## src/rtl/controlador_ascensor.sv

```systemverilog
// Per-car elevator controller: latches floor requests, serves them in SCAN order,
// and times one-floor travel and door dwell with a shared up-counter.
module controlador_ascensor #(
    parameter int N_PISOS  = 4,
    parameter int PISO_W   = 2,
    parameter int T_VIAJE  = 4,
    parameter int T_PUERTA = 6,
    parameter int CNT_W    = 8
) (
    input  logic               clk,
    input  logic               rst_n,
    input  logic [N_PISOS-1:0] solicitud,
    output logic [PISO_W-1:0]  piso_actual,
    output logic [1:0]         direccion,
    output logic               puertas_abiertas,
    output logic [N_PISOS-1:0] pendientes
);

    // state    | meaning
    // REPOSO   | idle, doors closed, waiting for a request
    // SUBIENDO | travelling up one floor at a time
    // BAJANDO  | travelling down one floor at a time
    // PUERTAS  | doors open at piso_actual, dwell timer running
    typedef enum logic [1:0] {REPOSO, SUBIENDO, BAJANDO, PUERTAS} estado_t;

    localparam logic [CNT_W-1:0]  FIN_VIAJE  = CNT_W'(T_VIAJE - 1);
    localparam logic [CNT_W-1:0]  FIN_PUERTA = CNT_W'(T_PUERTA - 1);
    localparam logic [PISO_W-1:0] PISO_MAX   = PISO_W'(N_PISOS - 1);

    localparam logic [1:0] DIR_NADA  = 2'b00;
    localparam logic [1:0] DIR_SUBE  = 2'b01;
    localparam logic [1:0] DIR_BAJA  = 2'b10;

    estado_t              estado_q, estado_d;
    logic [PISO_W-1:0]    piso_q, piso_d;
    logic [CNT_W-1:0]     cnt_q, cnt_d;
    logic [N_PISOS-1:0]   pend_q, pend_d;
    logic                 ult_sube_q, ult_sube_d;
    logic [1:0]           dir_q, dir_d;
    logic                 puertas_q, puertas_d;
    logic [N_PISOS-1:0]   pend_eff;

    function automatic logic hay_arriba(input logic [N_PISOS-1:0] v,
                                        input logic [PISO_W-1:0]  p);
        logic r;
        r = 1'b0;
        for (int i = 0; i < N_PISOS; i++) begin
            if (v[i] && (i > int'(p))) r = 1'b1;
        end
        return r;
    endfunction

    function automatic logic hay_abajo(input logic [N_PISOS-1:0] v,
                                       input logic [PISO_W-1:0]  p);
        logic r;
        r = 1'b0;
        for (int i = 0; i < N_PISOS; i++) begin
            if (v[i] && (i < int'(p))) r = 1'b1;
        end
        return r;
    endfunction

    // Preferred direction first, then the opposite one, else stay idle.
    function automatic estado_t decidir(input logic [N_PISOS-1:0] v,
                                        input logic [PISO_W-1:0]  p,
                                        input logic               pref_sube);
        estado_t r;
        r = REPOSO;
        if (pref_sube) begin
            if (hay_arriba(v, p))      r = SUBIENDO;
            else if (hay_abajo(v, p))  r = BAJANDO;
        end else begin
            if (hay_abajo(v, p))       r = BAJANDO;
            else if (hay_arriba(v, p)) r = SUBIENDO;
        end
        return r;
    endfunction

    always_comb begin
        pend_eff   = pend_q | solicitud;
        estado_d   = estado_q;
        piso_d     = piso_q;
        cnt_d      = cnt_q;
        ult_sube_d = ult_sube_q;

        case (estado_q)
            REPOSO: begin
                cnt_d = '0;
                if (pend_eff[piso_q]) estado_d = PUERTAS;
                else                  estado_d = decidir(pend_eff, piso_q, ult_sube_q);
            end
            SUBIENDO, BAJANDO: begin
                if (cnt_q >= FIN_VIAJE) begin
                    cnt_d = '0;
                    // Saturate at the shaft ends even though SCAN never asks for it.
                    if (estado_q == SUBIENDO && piso_q != PISO_MAX)
                        piso_d = piso_q + PISO_W'(1);
                    else if (estado_q == BAJANDO && piso_q != '0)
                        piso_d = piso_q - PISO_W'(1);
                    if (pend_eff[piso_d]) estado_d = PUERTAS;
                    else estado_d = decidir(pend_eff, piso_d, estado_q == SUBIENDO);
                end else begin
                    cnt_d = cnt_q + CNT_W'(1);
                end
            end
            PUERTAS: begin
                if (solicitud[piso_q]) begin
                    cnt_d = '0;
                end else if (cnt_q >= FIN_PUERTA) begin
                    cnt_d    = '0;
                    estado_d = decidir(pend_eff, piso_q, ult_sube_q);
                end else begin
                    cnt_d = cnt_q + CNT_W'(1);
                end
            end
            default: estado_d = REPOSO;
        endcase

        if (estado_d == SUBIENDO) ult_sube_d = 1'b1;
        if (estado_d == BAJANDO)  ult_sube_d = 1'b0;

        pend_d = pend_eff;
        if (estado_d == PUERTAS) pend_d[piso_d] = 1'b0;

        dir_d     = DIR_NADA;
        puertas_d = 1'b0;
        case (estado_d)
            SUBIENDO: dir_d     = DIR_SUBE;
            BAJANDO:  dir_d     = DIR_BAJA;
            PUERTAS:  puertas_d = 1'b1;
            default:  dir_d     = DIR_NADA;
        endcase
    end

    always_ff @(posedge clk or negedge rst_n) begin
        if (!rst_n) begin
            estado_q   <= REPOSO;
            piso_q     <= '0;
            cnt_q      <= '0;
            pend_q     <= '0;
            ult_sube_q <= 1'b1;
            dir_q      <= DIR_NADA;
            puertas_q  <= 1'b0;
        end else begin
            estado_q   <= estado_d;
            piso_q     <= piso_d;
            cnt_q      <= cnt_d;
            pend_q     <= pend_d;
            ult_sube_q <= ult_sube_d;
            dir_q      <= dir_d;
            puertas_q  <= puertas_d;
        end
    end

    assign piso_actual      = piso_q;
    assign direccion        = dir_q;
    assign puertas_abiertas = puertas_q;
    assign pendientes       = pend_q;

endmodule

```

## config.mk

```make
export PLATFORM = sky130hd
export DESIGN_NAME = controlador_ascensor
export DESIGN_NICKNAME = d
export VERILOG_FILES = /design/src/rtl/controlador_ascensor.sv
export SDC_FILE = /design/constraint.sdc
export NUM_CORES = 1
export LEC_CHECK = 0
export CORE_MARGIN = 4
export CORE_UTILIZATION = 56
export CTS_CLUSTER_DIAMETER = 120
export CTS_CLUSTER_SIZE = 12
export DETAILED_ROUTE_END_ITERATION = 12
export GPL_ROUTABILITY_DRIVEN = 0
export PLACE_DENSITY = 0.84
export SYNTH_ARGS = -nofsm -noshare
export SYNTH_HDL_FRONTEND = slang
export SYNTH_SLANG_ARGS = --single-unit
```

## constraint.sdc

```tcl
create_clock -name clk -period 3.23 [get_ports clk]
set_clock_uncertainty 0.15 [all_clocks]
set_input_delay 0.646 -clock clk [delete_from_list [all_inputs] [get_ports clk]]
set_output_delay 0.646 -clock clk [all_outputs]
set_load 0.02 [all_outputs]
```

# After elaboration in Yosys (flattened, before gate mapping)
# Cells that the tools add are included.
[totals]
rom_bits = 0
inputBits = 6
output_inout_bits = 9
latch_bits = 0
n_memories = 0
elab_cells = 161
regBits = 20
ram_bits = 0
[classes]
magnitude_cmp = 18
add_sub_neg = 3
div_mod_pow = 0
reduce_logical = 19
n_mul = 0
n_eq_ne = 7
shifts = 0
n_bitwise = 3
muxes = 104
[ops]
columns = ["cell", "n"]
rows = [
  ["1-bit two-way mux", 70],
  ["2-bit two-way mux", 23],
  ["8-bit two-way mux", 3],
  ["8-bit one-hot mux with 3 select lines", 1],
  ["1-bit logical AND", 15],
  ["2-bit by 3-bit less-than comparator with 1-bit output, second input constant", 3],
  ["8-bit by 1-bit adder with 8-bit output, second input constant", 1],
  ["2-bit == test, second input constant", 4],
  ["8-bit by 2-bit >= comparator with 1-bit output, second input constant", 1],
  ["8-bit by 3-bit >= comparator with 1-bit output, second input constant", 1],
  ["2-bit greater-than comparator, first input constant", 4],
  ["1-bit by 2-bit less-than comparator with 1-bit output, first input constant", 4],
  ["1-bit binary-select mux with 2-bit select", 3],
  ["2-bit one-hot mux with 3 select lines", 1],
  ["4-bit bitwise AND", 1],
  ["2-bit by 1-bit == test with 1-bit output, second input constant", 2],
  ["1-bit by 2-bit greater-than comparator with 1-bit output, first input constant", 2],
  ["2-bit less-than comparator, first input constant", 2],
  ["4-bit two-way mux", 1],
  ["4-bit inverter", 1],
  ["4-bit OR", 1],
  ["2-bit one-hot mux with 2 select lines", 1],
  ["2-bit nonzero test", 2],
  ["2-bit by 1-bit adder with 2-bit output, second input constant", 1],
  ["other kinds (6)", 6],
]

# Depth between registers and ports, before layout
[logic_depth]
ltp_word = 29
mapped_depth = 11
ltp_nobuf = 10

# Least setup slack after synthesis
# Ideal clock, no wire load.
[synth_path]
path_kind = "reg2reg"
startpoint = "register piso_q[0], in the netlist piso_actual[0]"
endpoint = "register ult_sube_q"
arrival_time_ns = 2.851
slack_ns = 0.154
path_buffers = 1
path_stages_with_launch = 12
setup_ns = 0.075
synth_period_minus_slack_ns = 3.076
required_time_ns = 3.005
cell_sequence = "dfrtp_1 > inv_1 > ha_1 > nor2b_1 > buf_2 > or4_1 > nand3_1 > a211oi_1 > a2111oi_2 > o21ai_0 > ha_1 > mux2i_1"
[synth_via]
elab_chain_cells = 24
elab_cells_between_ends = 125
cone_classes = "add/sub: 2; order compare: 12; eq/ne: 3; mux: 92; reduce/logical: 16"
[synth_lines]
columns = ["item", "line_no", "rtl"]
rows = [
  ["from (decl)", "35", "logic [PISO_W-1:0] piso_q, piso_d;"],
  ["from (signal assigned)", "146", "piso_q <= piso_d;"],
  ["parallel branches: the longest is 21 deep, another holds 2-bit by 1-bit subtractor with 2-bit output", "n/a", ""],
  ["2-bit one-hot mux with 3 select lines (*)", "86", "case (estado_q)"],
  ["net estado_d[1]", "34", "estado_t estado_q, estado_d;"],
  ["2-bit == test or 2-bit by 1-bit == test with 1-bit output (tied branches)", "120, 119", ""],
  ["1-bit two-way mux or 2-bit nonzero test (tied branches)", "n/a", ""],
  ["to (signal assigned)", "149", "ult_sube_q <= ult_sube_d;"],
  ["to (decl)", "38", "logic ult_sube_q, ult_sube_d;"],
]
# Mark *: on every way through the listed nets, which the timed path passes. The select of a mux whose other input is x is not followed.
# A chain may end at the register's enable or synchronous reset.

# Worst setup path in the final report
[layout_path]
startpoint = "register estado_q[0]"
endpoint = "register ult_sube_q"
[layout_via]
elab_chain_cells = 24
elab_cells_between_ends = 63
cone_classes = "order compare: 6; eq/ne: 5; mux: 41; reduce/logical: 11"
[layout_lines]
columns = ["item", "line_no", "rtl"]
rows = [
  ["from (decl)", "34", ""],
  ["from (signal assigned)", "145", "estado_q <= estado_d;"],
  ["2-bit == test", "86, 98", ""],
  ["1-bit logical AND", "98", "else if (estado_q == BAJANDO && piso_q != '0)"],
  ["2-bit two-way mux", "98", ""],
  ["2-bit two-way mux", "96", "if (estado_q == SUBIENDO && piso_q != PISO_MAX)"],
  ["2-bit two-way mux", "93", "if (cnt_q >= FIN_VIAJE) begin"],
  ["2-bit two-way mux", "86", ""],
  ["1-bit by 2-bit less-than comparator with 1-bit output", "58", "if (v[i] && (i < int'(p))) r = 1'b1;"],
  ["1-bit logical AND", "58", ""],
  ["[... 9 more ...]", "n/a", ""],
  ["2-bit two-way mux", "70", "if (hay_arriba(v, p)) r = SUBIENDO;"],
  ["2-bit two-way mux", "69", "if (pref_sube) begin"],
  ["2-bit two-way mux", "100", "if (pend_eff[piso_d]) estado_d = PUERTAS;"],
  ["2-bit two-way mux", "93", ""],
  ["2-bit one-hot mux with 3 select lines (*)", "86", ""],
  ["net estado_d[1]", "34", ""],
  ["2-bit == test or 2-bit by 1-bit == test with 1-bit output (tied branches)", "120, 119", ""],
  ["1-bit two-way mux or 2-bit nonzero test (tied branches)", "n/a", ""],
]
# Mark *: on every way through the listed nets, which the timed path passes. The rest lies on a longest branch. The select of a mux whose other input is x is not followed.

==> results.md <==
* Slew @ Worst Pin at 827.0 ps
* Hold Buf Count CTS at 0
* Iter 0 DRT Violations at 78
* DRC errors left at 0
* Post-synth EDFFs at 0
* Unique masters post-synth at 44
* Routed WL at 3389 um
* Vias in the first global route at 1267
* PD cells at 1156 nW/um^2
* Flops & latches, synth at 20
* Largest net degree at the start of global routing at 21
* Place WS at -134.5 ps
* CTS buffer count at 3
* Post-Syn Area per Cell at 9.584 um^2
* Kind of critical path: register to register
* Num Clock Sinks at 20
* Hold WS at 336.5 ps
* Drt via density at 6.180
* Yosys warns at 0
* H-tree depth at 1
* Row count at 18
* Net count reported at finish at 206
* Routed length per instance at 16.06 um
* Slew headroom at 44.69%
* Seq/Total Area, Yosys at 34.90%
* Die area at 3442 um^2
* Final Slew Violations at 0
* Post-route ant nets at 0
* Tcrit/Tclk final at 95.81%
* Die Width at 58.67 um
* Share of layout cells above drive strength 1 at 14.36%
* TritonCTS clock tree: done
* Leakage at 0.8015 nW
* Max Freq at 323.1 MHz
* Worst-path maximum fanout at 7
* All-Layer GR Usage at 22.69%
* Post-synth ARST share at 100.0%
* Outcome: finished clean
* DR vias at 1304
* Peak VDD IR at 1061 uV
* Pre-Repair DR Iteration Count at 5
* Top_reg_cell synth: dfrtp_1
* Grt ovf at 0
* Antenna Diode Count at 0
* I/O Pins at 15
* Pwr Total at 2.036 mW
* Core area at 2455 um^2
* Arrival @ worst endpoint at 3160 ps
* Fillers at 178
* Max_cap viols at 0
* Clk_lat worst skew at 280 ps
* Area delta synth->final at 22.54%
* Chip height at 58.67 um
* Detailed Place HPWL at 2652 um
* Syn Inst Count at 150
* CTS Buffer Depth at 2
* Min Tclk post-route at 3095 ps
* Setup TNS at 0 ps
* Hold crit path type: register to register
* Initial antenna violation count at 0
* Worst Slack Setup Final at 135.3 ps
* Final setup vio count at 0
* Clk slew on worst S/H paths at 100 ps
* RSZ-0062 raised after global routing: false
* First-pass GRT wire length at 6092 um
* Initial Util at 58.56%
* PortBufs at 14
* CP required at 3290 ps
* Crit. End Element: register
* Synthesized cell area at 1438 um^2
* Crit start category: register
* CTS root buffer: clkbuf_4
* Final Hold Fails at 0
==> critical path, cell delays in order (launching register included) <==
cell and delay, ps:
dfrtp_1 390, buf_4 150, ha_1 200, nor2b_2 200, o221a_2 240, o32ai_1 380
nand4_1 170, a2111oi_2 390, o21ai_0 230, ha_1 340, mux2i_1 180
==> kinds of logic after synthesis <==
kind of cell    Yosys count  share of synthesized area, %
mux                       4                         4.526
fa+ha+maj                18                         15.67
other cells               1                        0.2608
buf+inv                  16                         4.264
flops                    20                         34.90
simple gates             46                         16.36
compound gates           42                         22.19
xor+xnor                  3                         1.828
==> where the power goes <==
part           leakage (nW)  switching, mW  total [mW]  internal [mW]
Sequential            0.236         0.0477       0.380          0.332
Clock                0.0279         0.0657       0.191          0.125
Combinational         0.537          0.822        1.47          0.644
Total                 0.801          0.935        2.04           1.10
==> per-layer routing <==
layer | global-route usage (%) | vias up | wire length [um]
li1 | - | 612 | -
met1 | 33.38 | 601 | 1474
met2 | 35.41 | 78 | 1577
met3 | 3.070 | 13 | 263
met4 | 5.825 | 0 | 74
met5 | 0 | - | 0
==> registers in the layout, summed over array words and instances, names as in the netlist <==
register	cells
ult_sube_q	1
direccion	2
cnt_q	8
estado_q	2
puertas_abiertas	1
pendientes	4
piso_actual	2
==> layout make-up <==
class / instances / area [um^2] / share of cell area, %
Tap cell: 30 / 37.54 / 2.131
Clock inverter: 1 / 30.03 / 1.705
Clock buffer: 3 / 22.52 / 1.278
Timing Repair Buffer: 25 / 222.7 / 12.64
Multi-Input combinational cell: 117 / 890.9 / 50.57
Inverter: 15 / 56.30 / 3.196
Sequential cell: 20 / 501.7 / 28.48
==> cell usage in the layout, fill, tap and decap left out, drive strengths merged, types with 3 or more instances in the layout <==
master / count
o211a: 3
buf: 11
or2: 5
clkbuf: 3
a21oi: 3
dfrtp: 19
nor2b: 3
o221ai: 3
nor2: 9
inv: 15
conb: 4
nand2: 9
o211ai: 3
o21ai: 7
nor3: 5
clkdlybuf4s50: 14
a31oi: 5
ha: 18
nand3: 4
==> per-stage QoR <==
stage | instance area, um^2 | utilization, % | instances
4_1_cts | 1757 | 71.56 | 211
2_1_floorplan | 1449 | - | 153
3_3_place_gp | 1704 | 69.42 | 207
3_5_place_dp | 1704 | 69.42 | 207
5_1_grt | 1762 | 71.76 | 211
6_report | 1762 | 71.76 | 211
==> synthesized netlist by cell type (3+ instances only) <==
cell type / count / area, um^2
a21oi_1: 3 / 15.01
a31oi_1: 5 / 31.28
dfrtp_1: 19 / 475.5
ha_1: 18 / 225.2
inv_1: 15 / 56.30
nand2_1: 9 / 33.78
nand3_1: 4 / 20.02
nor2_1: 9 / 33.78
nor2b_1: 3 / 18.77
nor3_1: 5 / 25.02
o211a_1: 3 / 30.03
o211ai_1: 3 / 22.52
o21ai_0: 7 / 35.03
o221ai_1: 3 / 26.28
or2_2: 4 / 25.02
==> worst paths after layout <==
path                            depth (start not counted)        start            end  slack [ps]
max in group asynchronous                               1        rst_n  pendientes[0]        1740
worst min register to register                          2   ult_sube_q     ult_sube_q         340
min in group asynchronous                               1        rst_n       cnt_q[1]         680
worst max-delay path                                   10  estado_q[0]     ult_sube_q         140
worst max register to register                         10  estado_q[0]     ult_sube_q         140
worst min-delay path                                    2   ult_sube_q     ult_sube_q         340
==> timing repair <==
action,4_1_cts,5_1_grt
setup buffers,0,0
resized for setup,0,2
setup endpoints to repair,0,7
endpoints found under the hold margin,0,0
No activity file was read; power rests on OpenSTA's default activity.
